===== config.mk =====
export PLATFORM = sky130hd
export DESIGN_NAME = dffram_bist
export DESIGN_NICKNAME = d
export VERILOG_FILES = /design/src/rtl/dffram_bist.sv
export SDC_FILE = /design/constraint.sdc
export NUM_CORES = 1
export LEC_CHECK = 0
export CAP_MARGIN = 40
export CORE_ASPECT_RATIO = 0.75
export CORE_UTILIZATION = 52
export CTS_BUF_LIST = sky130_fd_sc_hd__clkbuf_16
export CTS_CLUSTER_SIZE = 30
export DETAILED_ROUTE_END_ITERATION = 12
export PLACE_DENSITY = 0.94
export SKIP_CTS_REPAIR_TIMING = 1
export SLEW_MARGIN = 20
export SYNTH_ARGS = -nofsm -noshare
export SYNTH_HDL_FRONTEND = slang
export SYNTH_SLANG_ARGS = --single-unit

===== constraint.sdc =====
create_clock -name CLK -period 6.2 [get_ports CLK]
set_input_delay 0.62 -clock CLK [delete_from_list [all_inputs] [get_ports CLK]]
set_output_delay 0.62 -clock CLK [all_outputs]
set_load 0.02 [all_outputs]

===== src/rtl/dffram_bist.sv =====
// March C- subset BIST for a 32-bit wide DFFRAM of 256*WSIZE words.
// Every RAM-facing and status output comes straight from a flop.
module dffram_bist #(
    parameter int unsigned WSIZE = 4,
    parameter logic [31:0] PATTERN = 32'h00000000,
    localparam int unsigned A_WIDTH = 8 + $clog2(WSIZE),
    localparam int unsigned N = 256 * WSIZE
) (
    input  logic               CLK,
    input  logic               RSTn,
    input  logic               start,
    output logic               busy,
    output logic               done,
    output logic               fail,
    output logic [A_WIDTH-1:0] fail_addr,
    output logic [31:0]        fail_data,
    output logic               ram_EN,
    output logic [3:0]         ram_WE,
    output logic [A_WIDTH-1:0] ram_A,
    output logic [31:0]        ram_Di,
    input  logic [31:0]        ram_Do
);

    localparam logic [A_WIDTH-1:0] LAST = A_WIDTH'(N - 1);

    typedef enum logic [2:0] {
        IDLE = 3'd0,
        W0   = 3'd1,
        R0W1 = 3'd2,
        R1W0 = 3'd3,
        RF   = 3'd4,
        FIN  = 3'd5
    } state_t;

    state_t             state, state_n;
    logic [A_WIDTH-1:0] addr, addr_n;
    logic               ph, ph_n;
    logic               rd_pend, rd_pend_n;
    logic [A_WIDTH-1:0] rd_addr, rd_addr_n;
    logic [31:0]        rd_exp, rd_exp_n;

    logic               busy_n, done_n, fail_n;
    logic [A_WIDTH-1:0] fail_addr_n;
    logic [31:0]        fail_data_n;
    logic               en_n;
    logic [3:0]         we_n;
    logic [A_WIDTH-1:0] a_n;
    logic [31:0]        di_n;

    // State and output registers
    always_ff @(posedge CLK) begin
        if (!RSTn) begin
            state     <= IDLE;
            addr      <= '0;
            ph        <= 1'b0;
            rd_pend   <= 1'b0;
            rd_addr   <= '0;
            rd_exp    <= '0;
            busy      <= 1'b0;
            done      <= 1'b0;
            fail      <= 1'b0;
            fail_addr <= '0;
            fail_data <= '0;
            ram_EN    <= 1'b0;
            ram_WE    <= 4'h0;
            ram_A     <= '0;
            ram_Di    <= '0;
        end else begin
            state     <= state_n;
            addr      <= addr_n;
            ph        <= ph_n;
            rd_pend   <= rd_pend_n;
            rd_addr   <= rd_addr_n;
            rd_exp    <= rd_exp_n;
            busy      <= busy_n;
            done      <= done_n;
            fail      <= fail_n;
            fail_addr <= fail_addr_n;
            fail_data <= fail_data_n;
            ram_EN    <= en_n;
            ram_WE    <= we_n;
            ram_A     <= a_n;
            ram_Di    <= di_n;
        end
    end

    // Next state, sequencing and registered-output values
    always_comb begin
        state_n     = state;
        addr_n      = addr;
        ph_n        = ph;
        done_n      = done;
        fail_n      = fail;
        fail_addr_n = fail_addr;
        fail_data_n = fail_data;
        en_n        = 1'b0;
        we_n        = 4'h0;
        a_n         = '0;
        di_n        = '0;

        // A read issued this cycle is compared against ram_Do next cycle
        rd_pend_n = ram_EN && (ram_WE == 4'h0);
        rd_addr_n = ram_A;
        rd_exp_n  = (state == R1W0) ? ~PATTERN : PATTERN;

        if (rd_pend && (ram_Do != rd_exp) && !fail) begin
            fail_n      = 1'b1;
            fail_addr_n = rd_addr;
            fail_data_n = ram_Do;
        end

        case (state)
            IDLE, FIN: begin
                if (start) begin
                    state_n     = W0;
                    addr_n      = '0;
                    ph_n        = 1'b0;
                    done_n      = 1'b0;
                    fail_n      = 1'b0;
                    fail_addr_n = '0;
                    fail_data_n = '0;
                end
            end
            W0: begin
                if (addr == LAST) begin
                    state_n = R0W1;
                    addr_n  = '0;
                end else begin
                    addr_n = addr + A_WIDTH'(1);
                end
            end
            R0W1: begin
                ph_n = !ph;
                if (ph) begin
                    if (addr == LAST) begin
                        state_n = R1W0;
                        addr_n  = LAST;
                    end else begin
                        addr_n = addr + A_WIDTH'(1);
                    end
                end
            end
            R1W0: begin
                ph_n = !ph;
                if (ph) begin
                    if (addr == '0) begin
                        state_n = RF;
                    end else begin
                        addr_n = addr - A_WIDTH'(1);
                    end
                end
            end
            RF: begin
                // ph marks the drain cycle that lets the last read be compared
                if (ph) begin
                    state_n = FIN;
                    ph_n    = 1'b0;
                    done_n  = 1'b1;
                end else if (addr == LAST) begin
                    ph_n = 1'b1;
                end else begin
                    addr_n = addr + A_WIDTH'(1);
                end
            end
            default: state_n = IDLE;
        endcase

        case (state_n)
            W0: begin
                en_n = 1'b1;
                we_n = 4'hF;
                a_n  = addr_n;
                di_n = PATTERN;
            end
            R0W1: begin
                en_n = 1'b1;
                we_n = ph_n ? 4'hF : 4'h0;
                a_n  = addr_n;
                di_n = ~PATTERN;
            end
            R1W0: begin
                en_n = 1'b1;
                we_n = ph_n ? 4'hF : 4'h0;
                a_n  = addr_n;
                di_n = PATTERN;
            end
            RF: begin
                en_n = !ph_n;
                a_n  = addr_n;
            end
            default: ;
        endcase

        busy_n = (state_n != IDLE) && (state_n != FIN);
    end

endmodule

**Word level (Yosys, flattened, before mapping)**

Index checks and enable logic that the tools add are counted.

- $add $sub $neg: 2
- Eq/ne operators: 14
- Muxes and demuxes: 38
- Reduce and logical (&&, ||, !) cells: 19

Operators by type and width:

| kind | number |
|---|---|
| two-way mux 32 bit | 5 |
| two-way mux 10 bit | 11 |
| one-hot mux 10 bit (5 select lines) | 1 |
| != test 32 bit | 1 |
| two-way mux 3 bit | 7 |
| one-hot mux 3 bit (5 select lines) | 1 |
| equality test 3 x 2 -> 1 bit (second input constant) | 4 |
| adder 10 x 1 -> 10 bit (second input constant) | 1 |
| equality test 10 bit (second input constant) | 1 |
| zero test 10 bit | 1 |
| subtractor 10 x 1 -> 10 bit (second input constant) | 1 |
| equality test 3 bit (second input constant) | 3 |
| two-way mux 1 bit | 8 |
| one-hot mux 4 bit (2 select lines) | 1 |
| equality test 3 x 1 -> 1 bit (second input constant) | 2 |
| OR reduction 2 bit | 3 |
| logical AND 1 bit | 4 |
| zero test 4 bit | 1 |
| two-way mux 4 bit | 1 |
| != test 2 bit (second input constant) | 2 |
| one-hot mux 1 bit (2 select lines) | 2 |
| OR reduction 4 bit | 1 |
| zero test 1 bit | 3 |
| zero test 3 bit | 1 |
| other kinds (7) | 7 |

- Register bits after elaboration: 149
- Input bits: 35
- Output and inout bits: 92
- Word-level logic and storage cells: 88

**Longest topological paths before layout**

Gate-level depths: netlist (run 1).

- Word-level depth: 7
- Gate-level depth with buffers: 13
- Mapped depth without buffers: 11

**Worst setup path before layout (run 1)**

No wires, ideal clock.

- Path type: reg-to-reg
- Start point: register addr[0]
- End point: register addr[0]
- Library setup time: 0.115 ns
- Data arrival time: 2.379 ns
- Required time: 6.085 ns
- Setup slack: 3.706 ns
- Stages on the path, launching flop included: 14
- Path buffers: 2
- Clock period less this slack: 2.494 ns
- Cells stage by stage: dfxtp_1 > ha_1 > clkbuf_1 > nand4_1 > nor3_2 > inv_1 > buf_2 > ha_1 > and3b_1 > a31oi_1 > nor2_1 > a211oi_1 > o211ai_1 > and2_1

- Word-level cells in the longest chain between the ends: 4
- Elaborated cells on any way between the ends: 13
- Classes of those cells: add/sub: 2; eq/ne: 1; mux: 9; reduce/logical: 1

Ends and longest elaborated chain:

| item | line | text |
|---|---|---|
| start: declaration | 36 | `logic [A_WIDTH-1:0] addr, addr_n;` |
| start signal: assignment | 70 | `addr <= addr_n;` |
| adder 10 x 1 -> 10 bit (tied with other cells) | 129, 139, 162 |  |
| two-way mux 10 bit (on tied branches) | 159, 135, 146 |  |
| two-way mux 10 bit (on tied branches) | 155, 134, 145 |  |
| one-hot mux 10 bit (5 select lines) (*) | 112 | `case (state)` |

Mark *: on every way between the ends. The rest lies on a longest branch, timed or not.
A chain may end at the register's enable or synchronous reset.

**Worst setup path after layout (run 1)**

Ends and elaborated chain as after synthesis.

==> impl_metrics.py, run 1 <==
metrics = {
    "route": {
        "num_vias": 4215,
        "wl_per_cell_um": 18.50,
        "viasPerCell": 5.928,
        "post-route-drc-count": 0,
        "drt_iter0_drc": 351,
        "finalWirelength_um": 13150,
        "dr.pass1.iters": 5,
        "drt.antenna.violating_nets": 0,
    },
    "sta": {
        "setup_tns_ns": 0,
        "setup_viol": 0,
        "min_period_ns": 3.557,
        "hold_viol": 0,
        "finClkSkew_ns": 0.005740,
        "rsz0062_at_grt": "no",
        "slew_violations": 0,
        "period_share": 0.5738,
        "maxSlewHeadroom": 0.4835,
        "worst_slew_pin_slew_ns": 0.7737,
        "fmax_mhz": 281.1,
    },
    "clocking": {
        "root_buffer": "clkbuf_16",
        "clk_latency_ns": 0.34,
        "numClockSinks": 84,
        "path_clk_slew_ns": 0.06,
        "htreeDepth": 3,
        "cts_tree": "built",
        "cts_made_buffers": 9,
        "cts_buffer_depth": 2,
    },
    "yosys": {
        "synth_area_per_cell_um2": 8.694,
        "syn_inst": 525,
        "synth-seq-cells": 84,
        "syn-num-nets": 564,
        "ys_warn_count": 0,
        "syn-cell-area_mm2": 0.004564,
        "synth_edf_count": 0,
        "async_flop_share": 0,
        "yosysUniqueCellTypes": 59,
        "synthFlopType": "dfxtp_1",
        "synth-seq-area-share": 0.3684,
    },
    "worst_setup_path": {
        "critPathMaxStageDelay_ns": 0.59,
        "endpoint_kind": "flip-flop",
        "startpoint_type": "flip-flop",
        "worst_ep_required_time_ns": 6.43,
        "crit_type": "flip-flop to flip-flop",
        "cpMostUsedCell": "ha_1",
        "crit_arrival_ns": 3.79,
        "cp_slowest_cell": "dfxtp_1",
        "cp_max_fo": 12,
        "crit_chain": "ha_1, nand4_1, nor3_2, inv_1, ha_1, and3b_1, a31oi_1, nor2_1, a211oi_1, o211ai_1, and2_1",
    },
    "global_route": {
        "grt_pass1_wl_um": 20450,
        "grtUsageTotal": 0.2918,
        "grt_pass1_vias": 3957,
        "antenna_found_initial": 0,
        "grt.overflow.total": 0,
        "grt_max_degree": 45,
    },
    "place": {
        "dp_cells": 693,
        "gp_congestion": 0.9531,
        "port_buffers": 126,
        "dpl.hpwl_um": 9026,
    },
    "die": {
        "dieWidth_um": 110.2,
        "rows": 29,
        "core_mm2": 0.008491,
        "start_util": 0.5376,
        "die_h_um": 83.14,
        "ioPinCount": 127,
        "die-area_mm2": 0.009160,
    },
    "layout": {
        "layout.nets": 637,
        "final_cells": 711,
        "areaGrowthSynthToFinish_pct": 29.36,
        "diodes": 0,
        "postLayoutCoreUtil": 0.6954,
        "drive_above_1_share": 0.1227,
        "nFillCells": 629,
    },
    "power_and_ir_drop": {
        "power_density_mw_per_mm2": 219.8,
        "vdd_drop_max_v": 0.0001998,
        "power_mw": 1.298,
        "p_leak_nw": 2.276,
    },
    "worst_hold_path": {
        "worstHoldPathType": "flip-flop to flip-flop",
    },
    "run": {
        "cap_violations": 0,
    },
    "run_status": {
        "status": "completed",
    },
}
==> per-stage QoR <==
| stage | instance area [µm²] | hold slack, ns | setup WS, ns |
|---|---|---|---|
| after floorplan | 4564 | 0.4445 | 3.706 |
| after global placement | 5527 | 0.4393 | 2.710 |
| after detailed placement | 5534 | 0.4332 | 2.606 |
| after CTS | 5874 | 0.4466 | 2.730 |
| after global routing | 5904 | 0.4785 | 2.467 |
| final | 5904 | 0.4421 | 2.643 |
==> Yosys cell counts, types with 2 or more instances <==
cell,count,area (µm²)
inv_1,13,48.80
o211ai_1,3,22.52
a21oi_1,21,105.1
a41oi_1,2,17.52
ha_1,4,50.05
clkbuf_1,21,78.83
mux2i_1,49,490.5
or4_1,6,45.04
nor4_1,11,68.82
xnor2_1,3,26.28
a31oi_1,12,75.07
o21ai_0,24,120.1
nor3_1,14,70.07
nand2_1,19,71.32
buf_2,10,50.05
and3_1,2,12.51
mux2_2,2,22.52
nor2_1,39,146.4
and2_1,20,125.1
buf_12,4,80.08
nor2_2,40,250.2
buf_4,34,255.2
xor2_1,2,17.52
nand4_1,9,56.30
dfxtp_1,84,1682
or3_1,5,31.28
nor2b_1,12,75.07
o31ai_1,4,30.03
or3b_2,4,35.03
and4_1,3,26.28
or2_2,2,12.51
a211oi_1,5,37.54
nand3_1,11,55.05
o22ai_1,6,37.54
==> where the power goes <==
part / leakage (nW) / switching [mW] / total, mW / internal [mW]
Clock: 0.167 / 0.213 / 0.606 / 0.393
Combinational: 1.43 / 0.0727 / 0.134 / 0.0611
Sequential: 0.679 / 0.00983 / 0.558 / 0.548
==> registers in the layout, indices dropped and copies added (netlist names) <==
register,count
addr,10
busy,1
done,1
fail,1
fail_addr,10
fail_data,32
ph,1
ram_A,10
ram_Di,1
ram_EN,1
ram_WE,1
rd_addr,10
rd_exp,1
rd_pend,1
state,3
==> layer usage <==
metal / global-route usage / routed length [µm] / part of all wire / vias to the layer above
met5: 0 / 0 / 0 / -
met4: 0.09569 / 195 / 0.015 / 0
met3: 0.06436 / 1134 / 0.086 / 20
met2: 0.4705 / 6157 / 0.47 / 222
met1: 0.3851 / 5663 / 0.43 / 2002
li1: - / - / - / 1971
==> layout make-up <==
type / instances / area [µm²] / area share
multi-input cells: 358 / 2377 / 0.4026
flip-flops and latches: 84 / 1682 / 0.2848
repair buffers: 132 / 1321 / 0.2238
clock buffers: 9 / 225.2 / 0.03814
well taps: 108 / 135.1 / 0.02289
clock inverters: 7 / 115.1 / 0.01950
inverters: 13 / 48.80 / 0.008264
==> logic make-up (layout without fill, tap and decap cells) <==
group	Yosys count	count (layout)	share of synthesized area
flops	84	84	0.3684
mux	51	51	0.1124
simple gates	206	206	0.2552
compound gates	92	92	0.1302
fa+ha+maj	4	4	0.01097
xor+xnor	5	5	0.009596
buf+inv	83	161	0.1132
==> worst max-delay path, delay by kind of cell, from the launching register on <==
kind	cells	cell delay, ns
and+or+nand+nor	5	1.21
adders and majority gates	2	0.74
AOI/OAI and AO/OA	3	0.50
DFF	1	0.59
buffers and inverters	1	0.40
==> final timing paths <==
check | start | end | slack, ns | depth (start not counted)
worst max-delay path | addr[0] | addr[0] | 2.64 | 11
worst min-delay path | ram_EN | rd_pend | 0.44 | 2
worst max register to register | addr[0] | addr[0] | 2.64 | 11
worst min register to register | ram_EN | rd_pend | 0.44 | 2
==> layout by cell type, fill, tap and decap left out, drive strengths merged, types with 3 or more instances in the layout <==
cell type	netlist	layout
a21oi	21	21
xnor2	3	3
o31ai	4	4
o211ai	4	4
and2	20	20
a211oi	5	5
or4	6	6
nor2	79	79
nor2b	12	12
bufinv	0	3
and4	3	3
nand3	11	11
nand4	9	9
clkdlybuf4s50	0	126
nand2	19	19
dfxtp	84	84
nor4	11	11
o22ai	6	6
mux2i	49	49
a31oi	12	12
nor3	15	15
o21ai	25	25
ha	4	4
buf	49	6
clkbuf	21	9
or3	5	5
or3b	4	4
inv	13	15
Power figures use the tool's default switching activity.
==> run 2: changes to the inputs <==
--- a/config.mk
+++ b/config.mk
@@ -7,11 +7,11 @@
 export LEC_CHECK = 0
 export CAP_MARGIN = 40
 export CORE_ASPECT_RATIO = 0.75
-export CORE_UTILIZATION = 52
+export CORE_UTILIZATION = 49
 export CTS_BUF_LIST = sky130_fd_sc_hd__clkbuf_16
 export CTS_CLUSTER_SIZE = 30
 export DETAILED_ROUTE_END_ITERATION = 12
-export PLACE_DENSITY = 0.94
+export PLACE_DENSITY = 0.89
 export SKIP_CTS_REPAIR_TIMING = 1
 export SLEW_MARGIN = 20
 export SYNTH_ARGS = -nofsm -noshare
==> constraint.sdc (replaced) <==
create_clock -name CLK -period 3.4 [get_ports CLK]
set_input_delay 0.34 -clock CLK [delete_from_list [all_inputs] [get_ports CLK]]
set_output_delay 0.34 -clock CLK [all_outputs]
set_load 0.02 [all_outputs]
==> impl_metrics.py, run 2 (synthesis results as in run 1) <==
metrics = {
    "run_status": {
        "status": "completed",
    },
    "worst_setup_path": {
        "cpMostUsedCell": "a31oi_1",
        "startpoint_type": "flip-flop",
        "cp_max_fo": 21,
        "cp_top_family": "simple AND/OR/NAND/NOR gates",
        "cp_slowest_cell": "dfxtp_1",
        "crit_type": "flip-flop to flip-flop",
        "cp.buffers_inverters": 1,
        "critPathMaxStageDelay_ns": 0.70,
        "crit_arrival_ns": 2.98,
        "worst_ep_required_time_ns": 3.64,
        "endpoint_kind": "flip-flop",
        "crit_chain": "or3b_2, a31oi_1, nor3_1, xnor2_1, o21ai_1, buf_4, a31oi_1",
    },
    "route": {
        "viasPerCell": 5.665,
        "wl_met2_um": 5708,
        "finalWirelength_um": 12780,
        "drt.antenna.violating_nets": 0,
        "post-route-drc-count": 0,
        "wl_met1_um": 5580,
        "dr_wl_met3_um": 1218,
        "dr.pass1.iters": 7,
        "wl_per_cell_um": 17.17,
        "num_vias": 4215,
        "drt_iter0_drc": 317,
        "routed.top_layer": "met4",
    },
    "clocking": {
        "root_buffer": "clkbuf_16",
        "htreeDepth": 3,
        "clk_latency_ns": 0.34,
        "cts_buffer_depth": 2,
        "numClockSinks": 84,
        "cts_tree": "built",
        "cts_made_buffers": 9,
        "path_clk_slew_ns": 0.07,
    },
    "layout": {
        "areaGrowthSynthToFinish_pct": 31.28,
        "seqCellArea_mm2": 0.001682,
        "top_register": "fail_data",
        "diodes": 0,
        "layout.nets": 650,
        "layout_common_cells": "clkdlybuf4s50_1 (126), dfxtp_1 (84), mux2i_1 (49)",
        "multi_input_area_mm2": 0.002377,
        "final_common_cell": "clkdlybuf4s50_1",
        "drive_above_1_share": 0.1412,
        "largest_reg_flops": 32,
        "nFillCells": 725,
    },
    "die": {
        "ioPinCount": 127,
        "core_mm2": 0.009046,
        "rows": 30,
        "die-area_mm2": 0.009709,
        "die_h_um": 85.59,
        "start_util": 0.5046,
        "dieWidth_um": 113.4,
    },
    "power_and_ir_drop": {
        "p_leak_nw": 2.317,
        "vdd_drop_max_v": 0.0003353,
        "switching_power_mw": 0.5603,
        "clkPwrFrac": 0.437,
        "intPower_mw": 1.688,
        "p_seq_frac": 0.451,
        "power_density_mw_per_mm2": 375.2,
        "comb_power_share": 0.112,
        "swShare": 0.2492,
    },
    "place": {
        "port_buffers": 126,
        "dpl.hpwl_um": 9376,
        "gp_congestion": 0.9564,
        "dp_worst_setup_slack_ns": 0.5647,
    },
    "global_route": {
        "grtUsageTotal": 0.2632,
        "antenna_found_initial": 0,
        "grt_pass1_vias": 3849,
        "grt_max_degree": 45,
        "grt.overflow.total": 0,
        "grt_pass1_wl_um": 19870,
    },
    "sta": {
        "period_share": 0.8041,
        "hold_viol": 0,
        "maxSlewHeadroom": 0.5402,
        "setup_viol": 0,
        "finClkSkew_ns": 0.009868,
        "slew_violations": 0,
        "worst_slew_pin_slew_ns": 0.6897,
        "setup_tns_ns": 0,
        "rsz0062_at_grt": "no",
        "min_period_ns": 2.734,
        "worst_slack_ns": 0.6662,
        "fmax_mhz": 365.8,
    },
    "run": {
        "cap_violations": 0,
    },
    "worst_hold_path": {
        "worstHoldPathType": "flip-flop to flip-flop",
    },
}
run 2: layout make-up:
| class | count | area share |
|---|---|---|
| multi-input combinational | 358 | 0.3967 |
| sequential | 84 | 0.2806 |
| timing repair buffer | 145 | 0.2376 |
| clock buffer | 9 | 0.03759 |
| tap | 128 | 0.02673 |
| clock inverter | 7 | 0.01253 |
| inverter | 13 | 0.008144 |
run 2: path summary, 6_finish.rpt:
check        depth (start not counted)      from  slack (ns)          to
min reg2reg                          1  ram_A[3]        0.46  rd_addr[3]
max reg2reg                          7  state[0]        0.67    ram_A[3]
min                                  1  ram_A[3]        0.46  rd_addr[3]
max                                  7  state[0]        0.67    ram_A[3]
run 2: power groups by stage:
stage	Clock, mW	Sequential (mW)	Combinational (mW)
finish	0.983	1.01	0.252
global route	1.04	1.01	0.266
CTS	0.989	1.01	0.250
detailed placement	0	1.04	0.249
global placement	0	1.03	0.242
floorplan	0	1.04	0.134
run 2: per-stage QoR:
| stage | cell area [µm²] | utilization | std cells | power (mW) | hold WS (ns) |
|---|---|---|---|---|---|
| 6_report | 5992 | 0.6624 | 744 | 2.248 | 0.4586 |
| 5_1_grt | 5992 | 0.6624 | 744 | 2.318 | 0.4889 |
| 4_1_cts | 5977 | 0.6607 | 743 | 2.252 | 0.4637 |
| 3_5_place_dp | 5677 | 0.6275 | 727 | 1.284 | 0.4523 |
| 3_3_place_gp | 5677 | 0.6275 | 727 | 1.276 | 0.4451 |
| 2_1_floorplan | 4564 | - | 525 | 1.178 | 0.4445 |
run 2: layer usage:
metal,up-vias,GRT usage
met5,-,0
met4,0,0.1041
met3,27,0.08269
met2,211,0.4027
met1,1982,0.3465
li1,1995,-
run 2: worst register-to-register path: stages, from the launching register on:
cell,delay (ns)
dfxtp_1,0.70
or3b_2,0.54
a31oi_1,0.47
nor3_1,0.22
xnor2_1,0.22
o21ai_1,0.07
buf_4,0.20
a31oi_1,0.21
